`src/rtl/sync_fifo.sv`:
```
// Single-clock FIFO with first-word-fall-through read data, occupancy count,
// almost-full/almost-empty thresholds and sticky overflow/underflow flags.
module sync_fifo #(
  parameter int unsigned WIDTH    = 8,
  parameter int unsigned DEPTH    = 16,
  parameter int unsigned AF_LEVEL = DEPTH - 2,
  parameter int unsigned AE_LEVEL = 2
) (
  input  logic                       clk,
  input  logic                       rst_n,
  input  logic                       push,
  input  logic                       pop,
  input  logic [WIDTH-1:0]           wdata,
  input  logic                       clr_err,
  output logic [WIDTH-1:0]           rdata,
  output logic [$clog2(DEPTH):0]     fifo_count,
  output logic                       full,
  output logic                       empty,
  output logic                       almost_full,
  output logic                       almost_empty,
  output logic                       overflow,
  output logic                       underflow
);

  localparam int unsigned AW = $clog2(DEPTH);
  localparam int unsigned CW = AW + 1;

  logic [WIDTH-1:0] mem [DEPTH];

  logic [AW-1:0] wr_ptr_q, wr_ptr_d;
  logic [AW-1:0] rd_ptr_q, rd_ptr_d;
  logic [CW-1:0] count_q, count_d;
  logic          overflow_q, overflow_d;
  logic          underflow_q, underflow_d;

  logic push_acc;
  logic pop_acc;

  // Status flags decode straight from the registered count.
  always_comb begin
    full         = (count_q == CW'(DEPTH));
    empty        = (count_q == '0);
    almost_full  = (count_q >= CW'(AF_LEVEL));
    almost_empty = (count_q <= CW'(AE_LEVEL));
  end

  // Acceptance: a pop frees a slot, so push into a full FIFO is taken alongside it.
  always_comb begin
    pop_acc  = pop & ~empty;
    push_acc = push & (~full | pop_acc);
  end

  // Next-state for pointers, count and sticky error flags.
  always_comb begin
    wr_ptr_d    = push_acc ? wr_ptr_q + AW'(1) : wr_ptr_q;
    rd_ptr_d    = pop_acc  ? rd_ptr_q + AW'(1) : rd_ptr_q;
    count_d     = count_q;
    unique case ({push_acc, pop_acc})
      2'b10:   count_d = count_q + CW'(1);
      2'b01:   count_d = count_q - CW'(1);
      default: count_d = count_q;
    endcase
    overflow_d  = overflow_q  | (push & ~push_acc);
    underflow_d = underflow_q | (pop & ~pop_acc);
    // Clear wins over a set in the same cycle.
    if (clr_err) begin
      overflow_d  = 1'b0;
      underflow_d = 1'b0;
    end
  end

  // Control state with asynchronous reset; stored entries are discarded by
  // zeroing the count and pointers.
  always_ff @(posedge clk or negedge rst_n) begin
    if (!rst_n) begin
      wr_ptr_q    <= '0;
      rd_ptr_q    <= '0;
      count_q     <= '0;
      overflow_q  <= 1'b0;
      underflow_q <= 1'b0;
    end else begin
      wr_ptr_q    <= wr_ptr_d;
      rd_ptr_q    <= rd_ptr_d;
      count_q     <= count_d;
      overflow_q  <= overflow_d;
      underflow_q <= underflow_d;
    end
  end

  // Storage array, deliberately not reset.
  always_ff @(posedge clk) begin
    if (push_acc) begin
      mem[wr_ptr_q] <= wdata;
    end
  end

  // Output drive: head entry falls through combinationally.
  always_comb begin
    rdata      = mem[rd_ptr_q];
    fifo_count = count_q;
    overflow   = overflow_q;
    underflow  = underflow_q;
  end

  // Accepted-transfer sanity checks; these only observe and never steer logic.
  always @(posedge clk) begin
    if (rst_n) begin
      a_fifomax: assert (!(push_acc && !pop_acc) || (count_q < CW'(DEPTH)))
        else $error("%m: push into full FIFO at %0t, fifo_count=%0d", $time, count_q);
      a_fifomin: assert (!(pop_acc && !push_acc) || (count_q > '0))
        else $error("%m: pop from empty FIFO at %0t, fifo_count=%0d", $time, count_q);
    end
  end

  a_count_max: assert property (@(posedge clk) disable iff (!rst_n) count_q <= CW'(DEPTH));

  a_full_empty: assert property (@(posedge clk) disable iff (!rst_n) !(full && empty));

  // Skip the first edge after a reset release, where the count may jump to 0.
  a_count_step: assert property (@(posedge clk) disable iff (!rst_n)
    $past(rst_n) |-> ((count_q == $past(count_q)) ||
                      (count_q == $past(count_q) + CW'(1)) ||
                      (count_q + CW'(1) == $past(count_q))));

endmodule

```
`config.mk`:
```
export PLATFORM = sky130hd
export DESIGN_NAME = sync_fifo
export DESIGN_NICKNAME = d
export VERILOG_FILES = /design/src/rtl/sync_fifo.sv
export SDC_FILE = /design/constraint.sdc
export NUM_CORES = 1
export LEC_CHECK = 0
export CORE_ASPECT_RATIO = 0.7
export CORE_MARGIN = 5
export CORE_UTILIZATION = 34
export CTS_BUF_LIST = sky130_fd_sc_hd__clkbuf_8
export CTS_CLUSTER_SIZE = 28
export DETAILED_ROUTE_END_ITERATION = 12
export GPL_ROUTABILITY_DRIVEN = 0
export PLACE_DENSITY_LB_ADDON = 0.3
export SYNTH_ARGS = -nofsm -noshare
export SYNTH_HDL_FRONTEND = slang
export SYNTH_SLANG_ARGS = --single-unit
```
`constraint.sdc`:
```
create_clock -name clk -period 5 [get_ports clk]
set_input_delay 0.75 -clock clk [delete_from_list [all_inputs] [get_ports clk]]
set_output_delay 0.75 -clock clk [all_outputs]
set_load 0.01 [all_outputs]
```
==> insert_results.sql, run 1 <==
INSERT INTO impl_metrics (metric_group, metric, value, unit) VALUES
('outcome', 'outcome', 'completed', ''),
('place', 'place_area', '0.00644', 'mm²'),
('clocking', 'ctsResizeCount', '0', ''),
('power', 'fin_total_pwr', '3.93', 'mW'),
('synth', 'synth-async-reset-ratio', '10.5', '%'),
('finish', 'area_growth', '15.7', '%'),
('die', 'dieArea', '0.0202', 'mm²'),
('synth', 'synth_cells', '330', ''),
('place', 'place.port_buffers', '31', ''),
('timing', 'finalWorstSetupSlack', '1260', 'ps'),
('clocking', 'clkTransAtPathRegs', '80', 'ps'),
('synth', 'seq_total_area_yosys', '71.1', '%'),
('finish', 'count_of_placed_standard_cells_in_the_final_layout_fillers_left_out', '610', ''),
('timing', 'finalCriticalPeriod', '3740', 'ps'),
('critical_path', 'setup.worst_path.end_class', 'output pin', ''),
('clocking', 'cts-hold-fix-buffers', '0', ''),
('clocking', 'cts_setup_buffers', '0', ''),
('route', 'drt_iter0_drc', '250', ''),
('finish', 'num_antenna_cells', '0', ''),
('clocking', 'numCtsBuffers', '17', ''),
('synth', 'main_combinational_cell_family_by_area_after_synthesis', 'multiplexers', ''),
('timing', 'final.setup.tns', '0', 'ps'),
('clocking', 'clock-root-buffer', 'sky130_fd_sc_hd__clkbuf_8', ''),
('timing', 'final_max_slew_viol_count', '0', ''),
('clocking', 'clk-insertion-delay-late', '430', 'ps'),
('timing', 'whs', '512', 'ps'),
('job', 'drv.max_cap_violation_count', '0', ''),
('timing', 'max_clock_freq', '268', 'MHz'),
('critical_path', 'worstPathArrival', '2990', 'ps'),
('global_routing', 'vias_in_the_first_global_route', '3082', ''),
('synth', 'yosys-top-cells-area', 'sky130_fd_sc_hd__edfxtp_1, sky130_fd_sc_hd__dfrtp_1, sky130_fd_sc_hd__mux4_2, sky130_fd_sc_hd__mux2i_1, sky130_fd_sc_hd__a221oi_2', ''),
('critical_path', 'crit_required', '4250', 'ps'),
('route', 'route.detailed.drc', '0', ''),
('clocking', 'clock_tree_from_tritoncts', 'done', ''),
('route', 'vias', '3006', ''),
('clocking', 'cts_max_path_buffers', '2', ''),
('route', 'detail_route.wl_per_cell', '19.8', 'µm'),
('timing', 'timing_worst_slew_pin_value', '997', 'ps'),
('critical_path', 'cp_max_fo', '24', ''),
('synth', 'synth-compound-area-share', '6.52', '%'),
('timing', 'max-slew-margin-rel', '33.3', '%'),
('global_routing', 'global_route.overflow_total', '0', ''),
('synth', 'post_synth_edffs', '128', ''),
('synth', 'synthesis.yosys.warnings', '0', ''),
('global_routing', 'antenna_found_initial', '0', ''),
('timing', 'rsz0062_at_grt', 'no', ''),
('die', 'overall_die_height', '121', 'µm'),
('global_routing', 'grt_start_max_net_pins', '25', ''),
('timing', 'timing.clock.skew', '9.71', 'ps'),
('route', 'firstDrtPassIters', '4', ''),
('synth', 'yosys.cell_types.count', '39', ''),
('synth', 'ys_seq_elements', '143', ''),
('place', 'dp_slack', '1740', 'ps'),
('worst_hold_path', 'worstHoldPathType', 'reg2reg', ''),
('synth', 'cell_types_with_the_highest_counts_after_synthesis', 'sky130_fd_sc_hd__edfxtp_1, sky130_fd_sc_hd__mux2i_1, sky130_fd_sc_hd__nand2_1', ''),
('synth', 'avgSynthCellArea', '18.0', 'µm²'),
('timing', 'report.final.setup_viol', '0', ''),
('timing', 'hold_violations', '0', ''),
('finish', 'drive_gt1_share', '18.7', '%'),
('synth', 'synth_simple_gate_area_share', '3.88', '%'),
('die', 'die_w', '168', 'µm'),
('route', 'post_drt_antenna_nets', '0', ''),
('synth', 'synthFlopType', 'sky130_fd_sc_hd__edfxtp_1', ''),
('die', 'initial_cell_density_of_the_core', '34.6', '%'),
('die', 'design.core.area', '0.0172', 'mm²'),
('synth', 'synth.most_common_cell', 'sky130_fd_sc_hd__edfxtp_1', ''),
('clocking', 'cts_num_sinks', '143', ''),
('synth', 'synth_top_cell_by_area', 'sky130_fd_sc_hd__edfxtp_1', ''),
('synth', 'netlist.area_leader.share', '64.8', '%'),
('worst_hold_path', 'hold-path-cell-count', '2', ''),
('synth', 'synthMuxAreaShare', '12.0', '%');
-- critical path, stage by stage (launching register included) --
cell                              delay, ps
sky130_fd_sc_hd__dfrtp_2                610
sky130_fd_sc_hd__buf_4                  480
sky130_fd_sc_hd__mux2i_1                160
sky130_fd_sc_hd__a221oi_1               380
sky130_fd_sc_hd__a22oi_1                160
sky130_fd_sc_hd__nand2_1                180
sky130_fd_sc_hd__clkdlybuf4s50_1        570
-- per-layer routing --
| layer | up-vias | routed length, µm | track usage (%) |
|---|---|---|---|
| met1 | 1561 | 5750 | 18.9 |
| met5 | - | 0 | 0 |
| li1 | 1374 | - | - |
| met3 | 4 | 840 | 3.53 |
| met4 | 0 | 46 | 3.95 |
| met2 | 67 | 5420 | 18.3 |
-- layout make-up --
cell class | instances | area, µm²
flip-flops and latches | 143 | 4220
repair buffers | 34 | 333
clock buffers | 19 | 262
clock inverters | 13 | 163
fillers | 1526 | 10300
multi-input cells | 163 | 1570
well taps | 231 | 289
inverters | 7 | 26.3
-- worst paths after layout --
kind / startpoint / end / slack [ps]
worst max-delay path: rd_ptr_q[0]$_DFFE_PN0P_ / rdata[7] / 1260
worst min-delay path: underflow$_DFF_PN0_ / underflow$_DFF_PN0_ / 510
worst max register to register: fifo_count[1]$_DFFE_PN0P_ / fifo_count[4]$_DFFE_PN0P_ / 2300
worst min register to register: underflow$_DFF_PN0_ / underflow$_DFF_PN0_ / 510
max in group asynchronous: rst_n / rd_ptr_q[0]$_DFFE_PN0P_ / 3760
min in group asynchronous: rst_n / fifo_count[1]$_DFFE_PN0P_ / 740
-- cells by family after synthesis --
kind of cell    after synthesis
xor+xnor                     10
simple gates                 48
flops                       143
mux                          51
compound gates               44
buf+inv                      24
fa+ha+maj                    10
-- flip-flops by register name (all words and copies together), names as in the netlist --
register and cells:
fifo_count 5, mem 128, overflow 1, rd_ptr_q 4
underflow 1, wr_ptr_q 4
-- cell usage in the layout (no fill, tap or decap), types with 2 or more instances in the layout --
| master | count |
|---|---|
| sky130_fd_sc_hd__nand3_1 | 2 |
| sky130_fd_sc_hd__mux2i_1 | 33 |
| sky130_fd_sc_hd__dfrtp_1 | 14 |
| sky130_fd_sc_hd__inv_1 | 7 |
| sky130_fd_sc_hd__xnor2_1 | 8 |
| sky130_fd_sc_hd__a21o_1 | 2 |
| sky130_fd_sc_hd__a221oi_2 | 9 |
| sky130_fd_sc_hd__clkinvlp_4 | 3 |
| sky130_fd_sc_hd__buf_4 | 3 |
| sky130_fd_sc_hd__a22oi_1 | 8 |
| sky130_fd_sc_hd__a21oi_1 | 3 |
| sky130_fd_sc_hd__o21ai_0 | 10 |
| sky130_fd_sc_hd__and2_1 | 2 |
| sky130_fd_sc_hd__xor2_1 | 2 |
| sky130_fd_sc_hd__edfxtp_1 | 128 |
| sky130_fd_sc_hd__a221oi_1 | 7 |
| sky130_fd_sc_hd__clkinv_2 | 3 |
| sky130_fd_sc_hd__nand2_1 | 17 |
| sky130_fd_sc_hd__nor2b_1 | 2 |
| sky130_fd_sc_hd__clkbuf_8 | 19 |
| sky130_fd_sc_hd__nor2_1 | 15 |
| sky130_fd_sc_hd__mux4_2 | 16 |
| sky130_fd_sc_hd__clkinv_4 | 3 |
| sky130_fd_sc_hd__clkdlybuf4s50_1 | 31 |
| sky130_fd_sc_hd__bufinv_16 | 3 |
| sky130_fd_sc_hd__nor3_2 | 4 |
| sky130_fd_sc_hd__nand2b_1 | 2 |
| sky130_fd_sc_hd__ha_1 | 9 |
-- power by group --
group	switching (mW)	total, mW	leakage, nW	internal, mW
combinational	0.689	1.32	0.795	0.628
clock	0.442	0.963	0.208	0.521
sequential	0.190	1.66	1.34	1.47
(Power assumes the default switching activity.)
==> run 2: changes to the inputs <==
clock period = 3.05 ns   (was 5 ns; I/O delays follow)
==> insert_results.sql, run 2 (synthesized netlist as in run 1, its figures left out) <==
INSERT INTO impl_metrics (metric_group, metric, value, unit) VALUES
('global_routing', 'grt_start_max_net_pins', '24', ''),
('route', 'firstDrtPassIters', '4', ''),
('route', 'post_drt_antenna_nets', '0', ''),
('finish', 'drive_gt1_share', '23.5', '%'),
('critical_path', 'timing.critical_path.to', 'rdata[2]', ''),
('power', 'power.density_cell_area', '921', 'mW/mm²'),
('timing', 'max_clock_freq', '333', 'MHz'),
('critical_path', 'cp_max_fo', '11', ''),
('critical_path', 'startpoint', 'rd_ptr_q[0]$_DFFE_PN0P_', ''),
('timing', 'rsz0062_at_grt', 'yes', ''),
('die', 'overall_die_height', '121', 'µm'),
('finish', 'most-common-layout-cells', 'sky130_fd_sc_hd__edfxtp_1, sky130_fd_sc_hd__mux2i_1, sky130_fd_sc_hd__clkdlybuf4s50_1, sky130_fd_sc_hd__buf_4', ''),
('critical_path', 'criticalPathCategory', 'reg2out', ''),
('die', 'dieArea', '0.0202', 'mm²'),
('clocking', 'clock_tree_from_tritoncts', 'done', ''),
('die', 'ioPinCount', '32', ''),
('finish', 'finish.net_count', '411', ''),
('place', 'place_area', '0.00658', 'mm²'),
('finish', 'largest_register_ffs', '128', ''),
('finish', 'count_of_placed_standard_cells_in_the_final_layout_fillers_left_out', '631', ''),
('global_routing', 'global_route_wire_length_before_repair', '20000', 'µm'),
('critical_path', 'crit_required', '2590', 'ps'),
('finish', 'final_core_util', '40.8', '%'),
('timing', 'max-slew-margin-rel', '52.8', '%'),
('finish', 'layout.cells.most_common', 'sky130_fd_sc_hd__edfxtp_1', ''),
('critical_path', 'slowest_stage_delay_cp', '580', 'ps'),
('timing', 'whs', '456', 'ps'),
('finish', 'num_antenna_cells', '0', ''),
('route', 'vias', '3118', ''),
('route', 'drt_iter0_drc', '303', ''),
('route', 'routed_wl', '12900', 'µm'),
('timing', 'report.final.setup_viol', '0', ''),
('place', 'post-place-cells', '599', ''),
('clocking', 'clkTransAtPathRegs', '80', 'ps'),
('timing', 'hold_violations', '0', ''),
('timing', 'final_max_slew_viol_count', '0', ''),
('global_routing', 'combined_global_route_utilization_of_all_metal_layers', '13.4', '%'),
('timing', 'timing.clock.skew', '12.2', 'ps'),
('worst_hold_path', 'worstHoldPathType', 'in2async', ''),
('clocking', 'cts_num_sinks', '143', ''),
('finish', 'fin_area', '0.00701', 'mm²'),
('clocking', 'htree_num_levels', '4', ''),
('critical_path', 'critical_path_cell_by_cell', 'buf_4, mux4_2, a22oi_1, nand2_1, clkdlybuf4s50_1', ''),
('clocking', 'clk-insertion-delay-late', '430', 'ps'),
('critical_path', 'setup.worst_path.end_class', 'output pin', ''),
('critical_path', 'end_of_the_worst_register_to_register_path', 'fifo_count[4]$_DFFE_PN0P_', ''),
('die', 'initial_cell_density_of_the_core', '34.6', '%'),
('critical_path', 'rr_startpoint', 'fifo_count[1]$_DFFE_PN0P_', ''),
('clocking', 'clock-root-buffer', 'sky130_fd_sc_hd__clkbuf_8', ''),
('timing', 'timing_worst_slew_pin_value', '706', 'ps'),
('critical_path', 'worst-r2r-cell-count', '8', ''),
('route', 'route.detailed.drc', '0', ''),
('critical_path', 'worst_setup_path_start_kind', 'flip-flop', ''),
('place', 'place.port_buffers', '31', ''),
('route', 'detail_route.wl_per_cell', '20.5', 'µm'),
('die', 'die_w', '168', 'µm'),
('clocking', 'numCtsBuffers', '17', ''),
('outcome', 'outcome', 'completed', ''),
('place', 'hpwl', '8590', 'µm'),
('finish', 'top_reg_by_flops', 'mem', ''),
('critical_path', 'rrSetupSlack', '320', 'ps'),
('clocking', 'cts_max_path_buffers', '2', ''),
('critical_path', 'worstPathArrival', '2540', 'ps'),
('power', 'power.leakage', '2.45', 'nW'),
('finish', 'area_growth', '18.1', '%'),
('global_routing', 'global_route.overflow_total', '0', ''),
('die', 'design.core.area', '0.0172', 'mm²'),
('timing', 'min_period_over_period', '98.3', '%'),
('job', 'drv.max_cap_violation_count', '0', ''),
('power', 'max-vdd-ir-drop', '326', 'µV'),
('power', 'fin_total_pwr', '6.46', 'mW'),
('critical_path', 'slowest_stage', 'sky130_fd_sc_hd__mux4_2', ''),
('timing', 'finalCriticalPeriod', '3000', 'ps'),
('die', 'placement_rows', '40', ''),
('clocking', 'cts_setup_buffers', '0', ''),
('global_routing', 'vias_in_the_first_global_route', '3315', ''),
('global_routing', 'antenna_found_initial', '0', ''),
('route', 'viasPerCell', '4.94', '');
[run 2: routing by layer]
layer / vias to the layer above / GRT usage (%) / wire, µm
met2: 94 / 19.6 / 5780
li1: 1422 / - / -
met4: 0 / 2.79 / 55
met1: 1597 / 19.7 / 5790
met5: - / 0 / 0
met3: 5 / 4.41 / 1320
[run 2: repair_timing]
item / CTS / global route
pin swaps: 0 / 1
gates cloned: 0 / 1
endpoints found under the setup margin: 8 / 7
resized for setup: 4 / 9
hold buffers: 0 / 0
[run 2: worst max-delay path: cells and delay by family (launching register included)]
family                 cells  cell delay [ps]
muxes                      1              580
AOI/OAI and AO/OA          1              230
DFF                        1              400
and+or+nand+nor            1              150
buffers and inverters      2              770
[run 2: final cells by class]
type | count | area [µm²]
flip-flops and latches | 143 | 4220
fillers | 1532 | 10200
inverters | 7 | 26.3
clock inverters | 14 | 120
well taps | 231 | 289
clock buffers | 17 | 234
repair buffers | 55 | 498
multi-input cells | 164 | 1620
[run 2: worst min-delay path by stage]
stage                         from                   endpoint  slack, ps  cells after the start
2_1_floorplan                rst_n  fifo_count[0]$_DFFE_PN0P_        160                      0
3_3_place_gp    overflow$_DFF_PN0_         overflow$_DFF_PN0_        490                      2
3_5_place_dp   underflow$_DFF_PN0_        underflow$_DFF_PN0_        500                      2
4_1_cts                      rst_n    wr_ptr_q[2]$_DFFE_PN0P_        460                      1
5_1_grt                      rst_n    wr_ptr_q[2]$_DFFE_PN0P_        510                      1
6_report                     rst_n  fifo_count[1]$_DFFE_PN0P_        460                      1
[run 2: power by group]
| part | switching, mW | internal [mW] |
|---|---|---|
| sequential | 0.176 | 2.40 |
| clock | 0.717 | 0.638 |
| combinational | 1.37 | 1.15 |
| total | 2.26 | 4.19 |
[run 2: metrics by stage]
step / setup TNS, ps / setup slack, ps
2_1_floorplan: 0 / 597
3_3_place_gp: 0 / 231
3_5_place_dp: 0 / 146
4_1_cts: -20.4 / -20.4
5_1_grt: -531 / -98.7
6_report: 0 / 50.4
==> run 3: changes to the inputs <==
ABC_AREA = 0   (was not set)
==> results of run 3 <==
The final DEF is identical to that of run 2; final timing and power are the same.
